--- config.mk ---
export PLATFORM = sky130hd
export DESIGN_NAME = window_cmp_tracker_flat
export DESIGN_NICKNAME = d
export VERILOG_FILES = /design/src/rtl/window_cmp_tracker_pkg.sv /design/src/rtl/window_cmp_tracker_if.sv /design/src/rtl/window_cmp_tracker_mag_compare.sv /design/src/rtl/window_cmp_tracker.sv /design/src/flat_wrapper.sv
export SDC_FILE = /design/constraint.sdc
export NUM_CORES = 1
export LEC_CHECK = 0
export CAP_MARGIN = 0
export CORE_MARGIN = 2
export CORE_UTILIZATION = 40
export DETAILED_ROUTE_END_ITERATION = 8
export GPL_TIMING_DRIVEN = 0
export SLEW_MARGIN = 20
export SYNTH_ARGS = -nofsm -noshare
export SYNTH_HDL_FRONTEND = slang
export SYNTH_HIERARCHICAL = 1
export SYNTH_SLANG_ARGS = --single-unit
--- constraint.sdc ---
create_clock -name clk -period 2.1 [get_ports clk]
set_input_delay 0.315 -clock clk [delete_from_list [all_inputs] [get_ports clk]]
set_output_delay 0.315 -clock clk [all_outputs]
set_load 0.005 [all_outputs]
--- src/rtl/window_cmp_tracker_pkg.sv ---
// Shared types and helpers for the window compare tracker.
// Holds the tracker FSM encoding and the count-width helper.
// Imported by the interface and the top module.
package cmp_tracker_pkg;

   typedef enum logic [1:0] {
      ST_FIRST = 2'd0,
      ST_ACCUM = 2'd1,
      ST_HOLD  = 2'd2
   } state_e;

   // Width of the rise/fall/flat counters. These counters never exceed
   // WINDOW-1, so $clog2(WINDOW) bits always suffice. Clamp to 1 bit so
   // that a degenerate window still gives a legal vector width.
   function automatic int cnt_width(input int window);
      return (window < 2) ? 1 : $clog2(window);
   endfunction

endpackage

--- src/rtl/window_cmp_tracker_if.sv ---
// Sample-in / summary-out bundle for window_cmp_tracker.
// slave: tracker side (consumes samples, produces summaries).
// master: producer/consumer side (drives samples, takes summaries).
interface window_cmp_tracker_if
#(
   parameter int WIDTH  = 4,
   parameter int WINDOW = 8
);
   import cmp_tracker_pkg::*;

   localparam int CW = cnt_width(WINDOW);

   logic             in_valid;
   logic [WIDTH-1:0] in_data;
   logic             in_ready;
   logic             out_valid;
   logic             out_ready;
   logic [WIDTH-1:0] out_max;
   logic [WIDTH-1:0] out_min;
   logic [CW-1:0]    rise_cnt;
   logic [CW-1:0]    fall_cnt;
   logic [CW-1:0]    flat_cnt;

   modport slave (
      input  in_valid, in_data, out_ready,
      output in_ready, out_valid, out_max, out_min, rise_cnt, fall_cnt, flat_cnt
   );

   modport master (
      output in_valid, in_data, out_ready,
      input  in_ready, out_valid, out_max, out_min, rise_cnt, fall_cnt, flat_cnt
   );

endinterface

--- src/rtl/window_cmp_tracker_mag_compare.sv ---
// Unsigned magnitude comparator: exactly one of lt/gt/eq is high.
// Latency: purely combinational.
// Backpressure: none.
// Ports: a, b (WIDTH-bit operands); lt = a<b, gt = a>b, eq = a==b.
module mag_compare
#(
   parameter int WIDTH = 4
) (
   input  logic [WIDTH-1:0] a,
   input  logic [WIDTH-1:0] b,
   output logic             lt,
   output logic             gt,
   output logic             eq
);

   assign lt = (a <  b);
   assign gt = (a >  b);
   assign eq = (a == b);

endmodule

--- src/rtl/window_cmp_tracker.sv ---
// Tracks max/min and rise/fall/flat counts over windows of WINDOW samples.
// Latency: summary valid (registered) the cycle after the WINDOW-th accept.
// Backpressure: in_ready drops while a summary waits for out_ready.
// Ports: clk, rst (async, active-high); bus = window_cmp_tracker_if.slave
//        carrying in_valid/in_data/in_ready and out_valid/out_ready plus
//        the out_max/out_min/rise_cnt/fall_cnt/flat_cnt summary.
module window_cmp_tracker
   import cmp_tracker_pkg::*;
#(
   parameter int WIDTH  = 4,
   parameter int WINDOW = 8
) (
   input  logic                 clk,
   input  logic                 rst,
   window_cmp_tracker_if.slave  bus
);

   localparam int            CW       = cnt_width(WINDOW);
   localparam logic [CW-1:0] LAST_CNT = CW'(WINDOW - 1);
   localparam logic [CW-1:0] ONE      = CW'(1);

   if (WINDOW < 2 || WINDOW > 255) begin : g_bad_window
      $error("window_cmp_tracker: WINDOW must be in 2..255");
   end

   state_e           state_q, state_d;
   logic [WIDTH-1:0] max_q, max_d;
   logic [WIDTH-1:0] min_q, min_d;
   logic [WIDTH-1:0] prev_q, prev_d;
   logic [CW-1:0]    cnt_q, cnt_d;
   logic [CW-1:0]    rise_q, rise_d;
   logic [CW-1:0]    fall_q, fall_d;
   logic [CW-1:0]    flat_q, flat_d;
   logic             out_valid_q, out_valid_d;

   logic accept;

   // Three comparator instances: the trend compare against the previous
   // sample, and separate max and min compares so both extremes can be
   // updated from the same sample in one cycle. Only one output of the
   // max/min instances is needed; the rest are left to unused_* nets.
   logic prev_lt, prev_gt, prev_eq;
   logic max_gt, min_lt;
   logic unused_max_lt, unused_max_eq, unused_min_gt, unused_min_eq;

   mag_compare #(.WIDTH(WIDTH)) u_cmp_prev (
      .a  (bus.in_data),
      .b  (prev_q),
      .lt (prev_lt),
      .gt (prev_gt),
      .eq (prev_eq)
   );

   mag_compare #(.WIDTH(WIDTH)) u_cmp_max (
      .a  (bus.in_data),
      .b  (max_q),
      .lt (unused_max_lt),
      .gt (max_gt),
      .eq (unused_max_eq)
   );

   mag_compare #(.WIDTH(WIDTH)) u_cmp_min (
      .a  (bus.in_data),
      .b  (min_q),
      .lt (min_lt),
      .gt (unused_min_gt),
      .eq (unused_min_eq)
   );

   // in_ready depends on state alone, so it never combinationally
   // follows in_valid or out_ready.
   assign bus.in_ready  = (state_q != ST_HOLD);
   assign accept        = bus.in_valid && bus.in_ready;

   assign bus.out_valid = out_valid_q;
   assign bus.out_max   = max_q;
   assign bus.out_min   = min_q;
   assign bus.rise_cnt  = rise_q;
   assign bus.fall_cnt  = fall_q;
   assign bus.flat_cnt  = flat_q;

   always_comb begin
      state_d = state_q;
      max_d   = max_q;
      min_d   = min_q;
      prev_d  = prev_q;
      cnt_d   = cnt_q;
      rise_d  = rise_q;
      fall_d  = fall_q;
      flat_d  = flat_q;

      case (state_q)
         ST_FIRST: begin
            if (accept) begin
               max_d   = bus.in_data;
               min_d   = bus.in_data;
               prev_d  = bus.in_data;
               rise_d  = '0;
               fall_d  = '0;
               flat_d  = '0;
               cnt_d   = ONE;
               state_d = ST_ACCUM;
            end
         end
         ST_ACCUM: begin
            if (accept) begin
               if (prev_gt) rise_d = rise_q + ONE;
               if (prev_lt) fall_d = fall_q + ONE;
               if (prev_eq) flat_d = flat_q + ONE;
               if (max_gt)  max_d  = bus.in_data;
               if (min_lt)  min_d  = bus.in_data;
               prev_d = bus.in_data;
               // The final sample would push cnt to WINDOW, which may not
               // fit in CW bits; park it at zero instead. FIRST reloads it.
               if (cnt_q == LAST_CNT) begin
                  cnt_d   = '0;
                  state_d = ST_HOLD;
               end else begin
                  cnt_d   = cnt_q + ONE;
               end
            end
         end
         ST_HOLD: begin
            if (bus.out_ready) state_d = ST_FIRST;
         end
         default: state_d = ST_FIRST;
      endcase

      out_valid_d = (state_d == ST_HOLD);
   end

   always_ff @(posedge clk or posedge rst) begin
      if (rst) begin
         state_q     <= ST_FIRST;
         max_q       <= '0;
         min_q       <= '0;
         prev_q      <= '0;
         cnt_q       <= '0;
         rise_q      <= '0;
         fall_q      <= '0;
         flat_q      <= '0;
         out_valid_q <= 1'b0;
      end else begin
         state_q     <= state_d;
         max_q       <= max_d;
         min_q       <= min_d;
         prev_q      <= prev_d;
         cnt_q       <= cnt_d;
         rise_q      <= rise_d;
         fall_q      <= fall_d;
         flat_q      <= flat_d;
         out_valid_q <= out_valid_d;
      end
   end

endmodule

--- src/flat_wrapper.sv ---
// flat-port wrapper written by rule: the top's interface ports become plain ports
module window_cmp_tracker_flat import cmp_tracker_pkg::*;
#(
   parameter int WIDTH  = 4,
   parameter int WINDOW = 8
)
  (clk, rst, bus_in_valid, bus_in_data, bus_out_ready, bus_in_ready, bus_out_valid, bus_out_max, bus_out_min, bus_rise_cnt, bus_fall_cnt, bus_flat_cnt);
  window_cmp_tracker_if #(.WIDTH(WIDTH), .WINDOW(WINDOW)) bus_i ();
  input  logic clk;
  input  logic rst;
  input wire logic [$bits(bus_i.in_valid)-1:0] bus_in_valid;
  input wire logic [$bits(bus_i.in_data)-1:0] bus_in_data;
  input wire logic [$bits(bus_i.out_ready)-1:0] bus_out_ready;
  output wire logic [$bits(bus_i.in_ready)-1:0] bus_in_ready;
  output wire logic [$bits(bus_i.out_valid)-1:0] bus_out_valid;
  output wire logic [$bits(bus_i.out_max)-1:0] bus_out_max;
  output wire logic [$bits(bus_i.out_min)-1:0] bus_out_min;
  output wire logic [$bits(bus_i.rise_cnt)-1:0] bus_rise_cnt;
  output wire logic [$bits(bus_i.fall_cnt)-1:0] bus_fall_cnt;
  output wire logic [$bits(bus_i.flat_cnt)-1:0] bus_flat_cnt;
  assign bus_i.in_valid = bus_in_valid;
  assign bus_i.in_data = bus_in_data;
  assign bus_i.out_ready = bus_out_ready;
  assign bus_in_ready = bus_i.in_ready;
  assign bus_out_valid = bus_i.out_valid;
  assign bus_out_max = bus_i.out_max;
  assign bus_out_min = bus_i.out_min;
  assign bus_rise_cnt = bus_i.rise_cnt;
  assign bus_fall_cnt = bus_i.fall_cnt;
  assign bus_flat_cnt = bus_i.flat_cnt;
  window_cmp_tracker #(.WIDTH(WIDTH), .WINDOW(WINDOW)) u_core (.clk(clk), .rst(rst), .bus(bus_i));
endmodule
# Yosys cells after proc, flatten, opt, wreduce, memory -nomap -nowiden
# Cells that the tools add are included.
dict set report op_classes {
  n_addsub 4
  magnitude_cmp 4
  n_reduce_logical 11
  mux 26
  n_eq_ne 13
}
# op n
set ops {}
lappend ops {{2-to-1 mux 3 bit} 10}
lappend ops {{case mux 3 bit (2 select lines)} 4}
lappend ops {{2-to-1 mux 4 bit} 5}
lappend ops {{AND reduction 4 bit} 5}
lappend ops {{case mux 4 bit (2 select lines)} 2}
lappend ops {{inequality test 2 x 1 -> 1 bit (second input constant)} 7}
lappend ops {{adder 3 x 1 -> 3 bit (second input constant)} 4}
lappend ops {{greater-than comparator 4 bit} 2}
lappend ops {{less-than comparator 4 bit} 2}
lappend ops {{2-to-1 mux 2 bit} 4}
lappend ops {{case mux 2 bit (3 select lines)} 1}
lappend ops {{== test 2 bit (second input constant)} 2}
lappend ops {{== test 4 bit} 1}
lappend ops {{== test 3 bit (second input constant)} 1}
lappend ops {{AND reduction 3 bit} 1}
lappend ops {{== test 2 x 1 -> 1 bit (second input constant)} 1}
lappend ops {{logical NOT 2 bit} 1}
lappend ops {{inequality test 2 bit (second input constant)} 1}
lappend ops {{AND reduction 2 bit} 1}
lappend ops {{nonzero test 2 bit} 1}
lappend ops {{OR reduction 2 bit} 1}
lappend ops {{logical AND 1 bit} 1}
dict set report totals {
  wordCells 67
  out_inout_bits 19
  inputBits 8
  reg_bits 27
}

# Logic depth before layout (Yosys ltp)
# Gate-level depths: netlist (run 1).
dict set report logic_depth {
  ltp_word 5
  depth_mapped 8
  ltp_nobuf 8
}

# Modules after synthesis
# Netlist (run 1), hierarchy kept.
# mod cells_each seq_area_each_um2 instances area_each_um2
set modules_own_cells {}
lappend modules_own_cells {window_cmp_tracker 109 675.6 1 1265.0}
lappend modules_own_cells {mag_compare 16 0.0 3 128.9}

# Worst setup path after synthesis (run 1)
# OpenSTA, ideal clock, no wires.
dict set report synth_timing {
  path_kind {register -> register}
  startpoint {reg u_core.min_q[3], in the netlist u_core/bus.out_min[3]}
  endpoint {reg u_core.min_q[0], in the netlist u_core/bus.out_min[0]}
  arrival_time_ns 1.560
  path_buffers 0
  stages_incl_launch_ff 8
  period_less_slack_ns 1.685
  required_time_ns 1.975
  setup_time_ns 0.125
  slack_ns 0.415
  path_cell_list {dfrtp_1 -> inv_1 -> ha_1 -> nand2_1 -> o21bai_4 -> and2_1 -> o21ai_4 -> mux2_4}
}
dict set report synth_between {
  elab_chain_cells 3
}
# element line
set synth_rtl {}
lappend synth_rtl {{start, declared} window_cmp_tracker.sv:28} ;# logic [WIDTH-1:0] min_q, min_d;
lappend synth_rtl {{start signal, assigned} window_cmp_tracker.sv:146} ;# min_q <= min_d;
lappend synth_rtl {{less-than comparator 4 bit} window_cmp_tracker_mag_compare.sv:16} ;# assign lt = (a < b);
lappend synth_rtl {{net u_core.min_lt} window_cmp_tracker.sv:43} ;# logic max_gt, min_lt;
lappend synth_rtl {{inequality test 2 x 1 -> 1 bit (no line)} -}
lappend synth_rtl {{AND reduction 4 bit (no line)} -}
# The timed path passes the listed nets, and every way through them passes these cells.
# A chain may end at the register's enable or synchronous reset.

# Worst setup path after layout (run 1)
dict set report layout_timing {
  startpoint {in bus_in_data[2]}
  endpoint {reg u_core.min_q[2], in the netlist u_core/bus.out_min[2]}
}
dict set report layout_between {
  elab_chain_cells 3
  elab_cells_between_ends 7
  classes_between {order compare (1); eq/ne (1); mux (4); reduce/logical (1)}
}
# element line
set layout_rtl {}
lappend layout_rtl {{start, declared} flat_wrapper.sv:12} ;# input wire logic [$bits(bus_i.in_data)-1:0] bus_in_data;
lappend layout_rtl {{less-than comparator 4 bit} window_cmp_tracker_mag_compare.sv:16}
lappend layout_rtl {{net u_core.min_lt} window_cmp_tracker.sv:43}
lappend layout_rtl {{inequality test 2 x 1 -> 1 bit (no line)} -}
lappend layout_rtl {{AND reduction 4 bit (no line)} -}
# The timed path passes the listed nets, and every way through them passes these cells. The select of a mux whose other input is x is not followed.

==> results by group, run 1 <==
Status
  • Outcome: finished clean

Global routing
  • Largest net degree at the start of global routing: 28
  • Global-route wire length before repair: approximately 5.6 mm
  • Vias in the first global route: 1,253
  • Total global routing overflow: 0
  • Gr usage total: 0.163
  • Initial antenna violation count: 0

Floorplan
  • Die area: about 4600 sq um
  • Initial Util: 0.410
  • Die H: 67.8 um
  • Core Area: between 3000 and 4000 sq um
  • Die X: 67.8 um
  • IO Pins: 27
  • Row Count: 23

STA
  • Fin crit share: 0.930
  • Post-Route Setup TNS: 0 ns
  • Final Setup Violations: 0
  • Final hold slack: slightly above 0.4 ns
  • Slew headroom: 0.616
  • Unrepaired setup endpoints after global routing: false
  • Final WS setup: between 0.1 and 0.15 ns
  • Least-Margin Pin Slew: 0.575 ns
  • Post-layout min period: roughly 2.0 ns
  • Setup Skew: between 0.008 and 0.009 ns
  • Final Hold Viols: 0
  • Highest Clock Rate: a little over 0.5 GHz
  • Final Max Tran Viols: 0

Finish
  • Fin util: 0.504
  • Commonest non-fill, non-tap cell in the layout: dfrtp_1
  • Layout area overhead: 22.9%
  • Commonest cells after routing, fill and taps aside: dfrtp_1, clkdlybuf4s50_1, nand2_1
  • Fraction of layout cells with a size suffix above 1: 0.164
  • Area of the multi-input gates: roughly 850 sq um
  • Finished Layout Cells: about 230
  • Register area: roughly 680 sq um
  • Fill cell total of the finished layout: about 370
  • Post-route cell area: around 2000 sq um
  • Nets: about 210
  • N_diodes: 0

Clock network
  • Post-CTS Setup Inserts: 0
  • TritonCTS Sinks: 27
  • CTS tree: yes
  • Deepest clock path buffer count: 2
  • CTS Buf Count: 3
  • Maximum level of the CTS H-tree: 1
  • CTS clk-pin slew, worst paths: ~0.1 ns
  • Post-cts resize count: 0
  • Skew-Pair Late Insertion Delay: around 0.28 ns
  • CTS root buf: clkbuf_8
  • Post-CTS Hold Buffers: 0

Worst setup path
  • R2r setup slk: roughly 0.36 ns
  • WP data arrival: about 2.1 ns
  • R2r startpoint: u_core/bus.out_min[2]
  • Crit path required time: ~2.3 ns
  • CP Launch Point: bus_in_data[2]
  • R2R depth: 7
  • Critical Path Start Type: input pin
  • Crit Path Category: input pin to flop
  • End of the critical path: u_core/bus.out_min[2]
  • Reg-to-reg endpoint: u_core/bus.out_min[2]
  • Crit-path max FO: 6
  • Critical path capture point type: flop

Power
  • Switching share of total power: 0.351
  • Int Pwr: around 1.7 mW
  • Total Power: around 2.6 mW
  • Pwr/cell area: between 1000 and 1500 nW/um^2
  • Clock power share: 0.123
  • P_leak: roughly 0.95 nW
  • Worst VDD drop: between 0.4 and 0.5 mV
  • P_sw: 903 uW
  • Comb power frac: 0.526
  • Register share of total power: 0.351

Drt
  • Routed wire length: about 3.2 mm
  • ANT nets after route: 0
  • Initial DRC count: 44
  • DR pass1 iterations: 4
  • Vias: 1,204
  • DRC: 0
  • Routed wire per std cell: between 10 and 15 um
  • Via density: about 5.2

Synth
  • Syn_nets: approximately 180
  • Yosys warning count: 6
  • Synth Instances: roughly 150
  • Synth Cell Area: about 1600 sq um
  • Syn Area/Cell: 10.6 sq um

Worst hold path
  • Min-Delay Path Class: input pin to async pin

Place
  • Pre-CTS WS: -0.173 ns
  • GPL Wtd Cong: about 0.73
  • Post-DP HPWL: 2.39 mm
  • Cell Count Post-Placement: about 230
  • Post-DP Area: 1950 sq um
  • I/O Buffers: 26

Flow run
  • Max Cap Viol: 0
worst min-delay path by stage:
stage / start / to / slack, ns / cells past startpoint
6_report: rst / u_core/prev_q[2] / 0.40 / 2
5_1_grt: rst / u_core/prev_q[2] / 0.46 / 2
4_1_cts: u_core/prev_q[1] / u_core/prev_q[1] / 0.50 / 2
3_5_place_dp: u_core/prev_q[3] / u_core/prev_q[3] / 0.48 / 2
3_3_place_gp: u_core/cnt_q[1] / u_core/cnt_q[1] / 0.45 / 2
2_1_floorplan: rst / u_core/bus.fall_cnt[0] / 0.37 / 1
routing by layer:
layer  wire [um]  part of all wire  global-route usage
met4          21            0.0065              0.0450
met3         138             0.043              0.0428
met1        1360              0.42               0.184
met2        1700              0.53               0.303
met5           0                 0                   0
state kept, by name, summed over array words and instances (netlist names):
register,flops
u_core/bus.out_max,4
u_core/bus.out_min,4
u_core/prev_q,4
u_core/bus.fall_cnt,3
u_core/bus.flat_cnt,3
u_core/bus.rise_cnt,3
u_core/cnt_q,3
u_core/state_q,2
u_core/bus.out_valid,1
power by group through the flow:
stage / Clock (mW) / Combinational [mW] / Sequential [mW]
6_report: 0.316 / 1.36 / 0.903
5_1_grt: 0.358 / 1.53 / 0.939
4_1_cts: 0.332 / 1.37 / 0.908
3_5_place_dp: 0 / 1.37 / 0.920
3_3_place_gp: 0 / 1.32 / 0.900
2_1_floorplan: 0 / 0.874 / 0.898
worst max-delay path, stage by stage:
cell and delay (ns):
clkdlybuf4s50_1 0.54, ha_1 0.36, nand2_1 0.05, o21bai_4 0.15, and2_1 0.16, o21ai_4 0.22
mux2_4 0.32
final cells by class:
| class | instances | share of cell area |
|---|---|---|
| Buffer | 4 | 0.0194 |
| Inverter | 17 | 0.0319 |
| Timing Repair Buffer | 26 | 0.130 |
| Clock buffer | 3 | 0.0206 |
| Sequential cell | 27 | 0.338 |
| Clock inverter | 1 | 0.00437 |
| Multi-Input combinational cell | 105 | 0.425 |
| Tap cell | 50 | 0.0313 |
No activity file was read; power rests on OpenSTA's default activity.
==> run 2: changes to the inputs <==
Settings changed: CAP_MARGIN 0 to unset.
==> results of run 2 <==
Same layout as run 1: the final DEF is identical, and so are final timing and power.
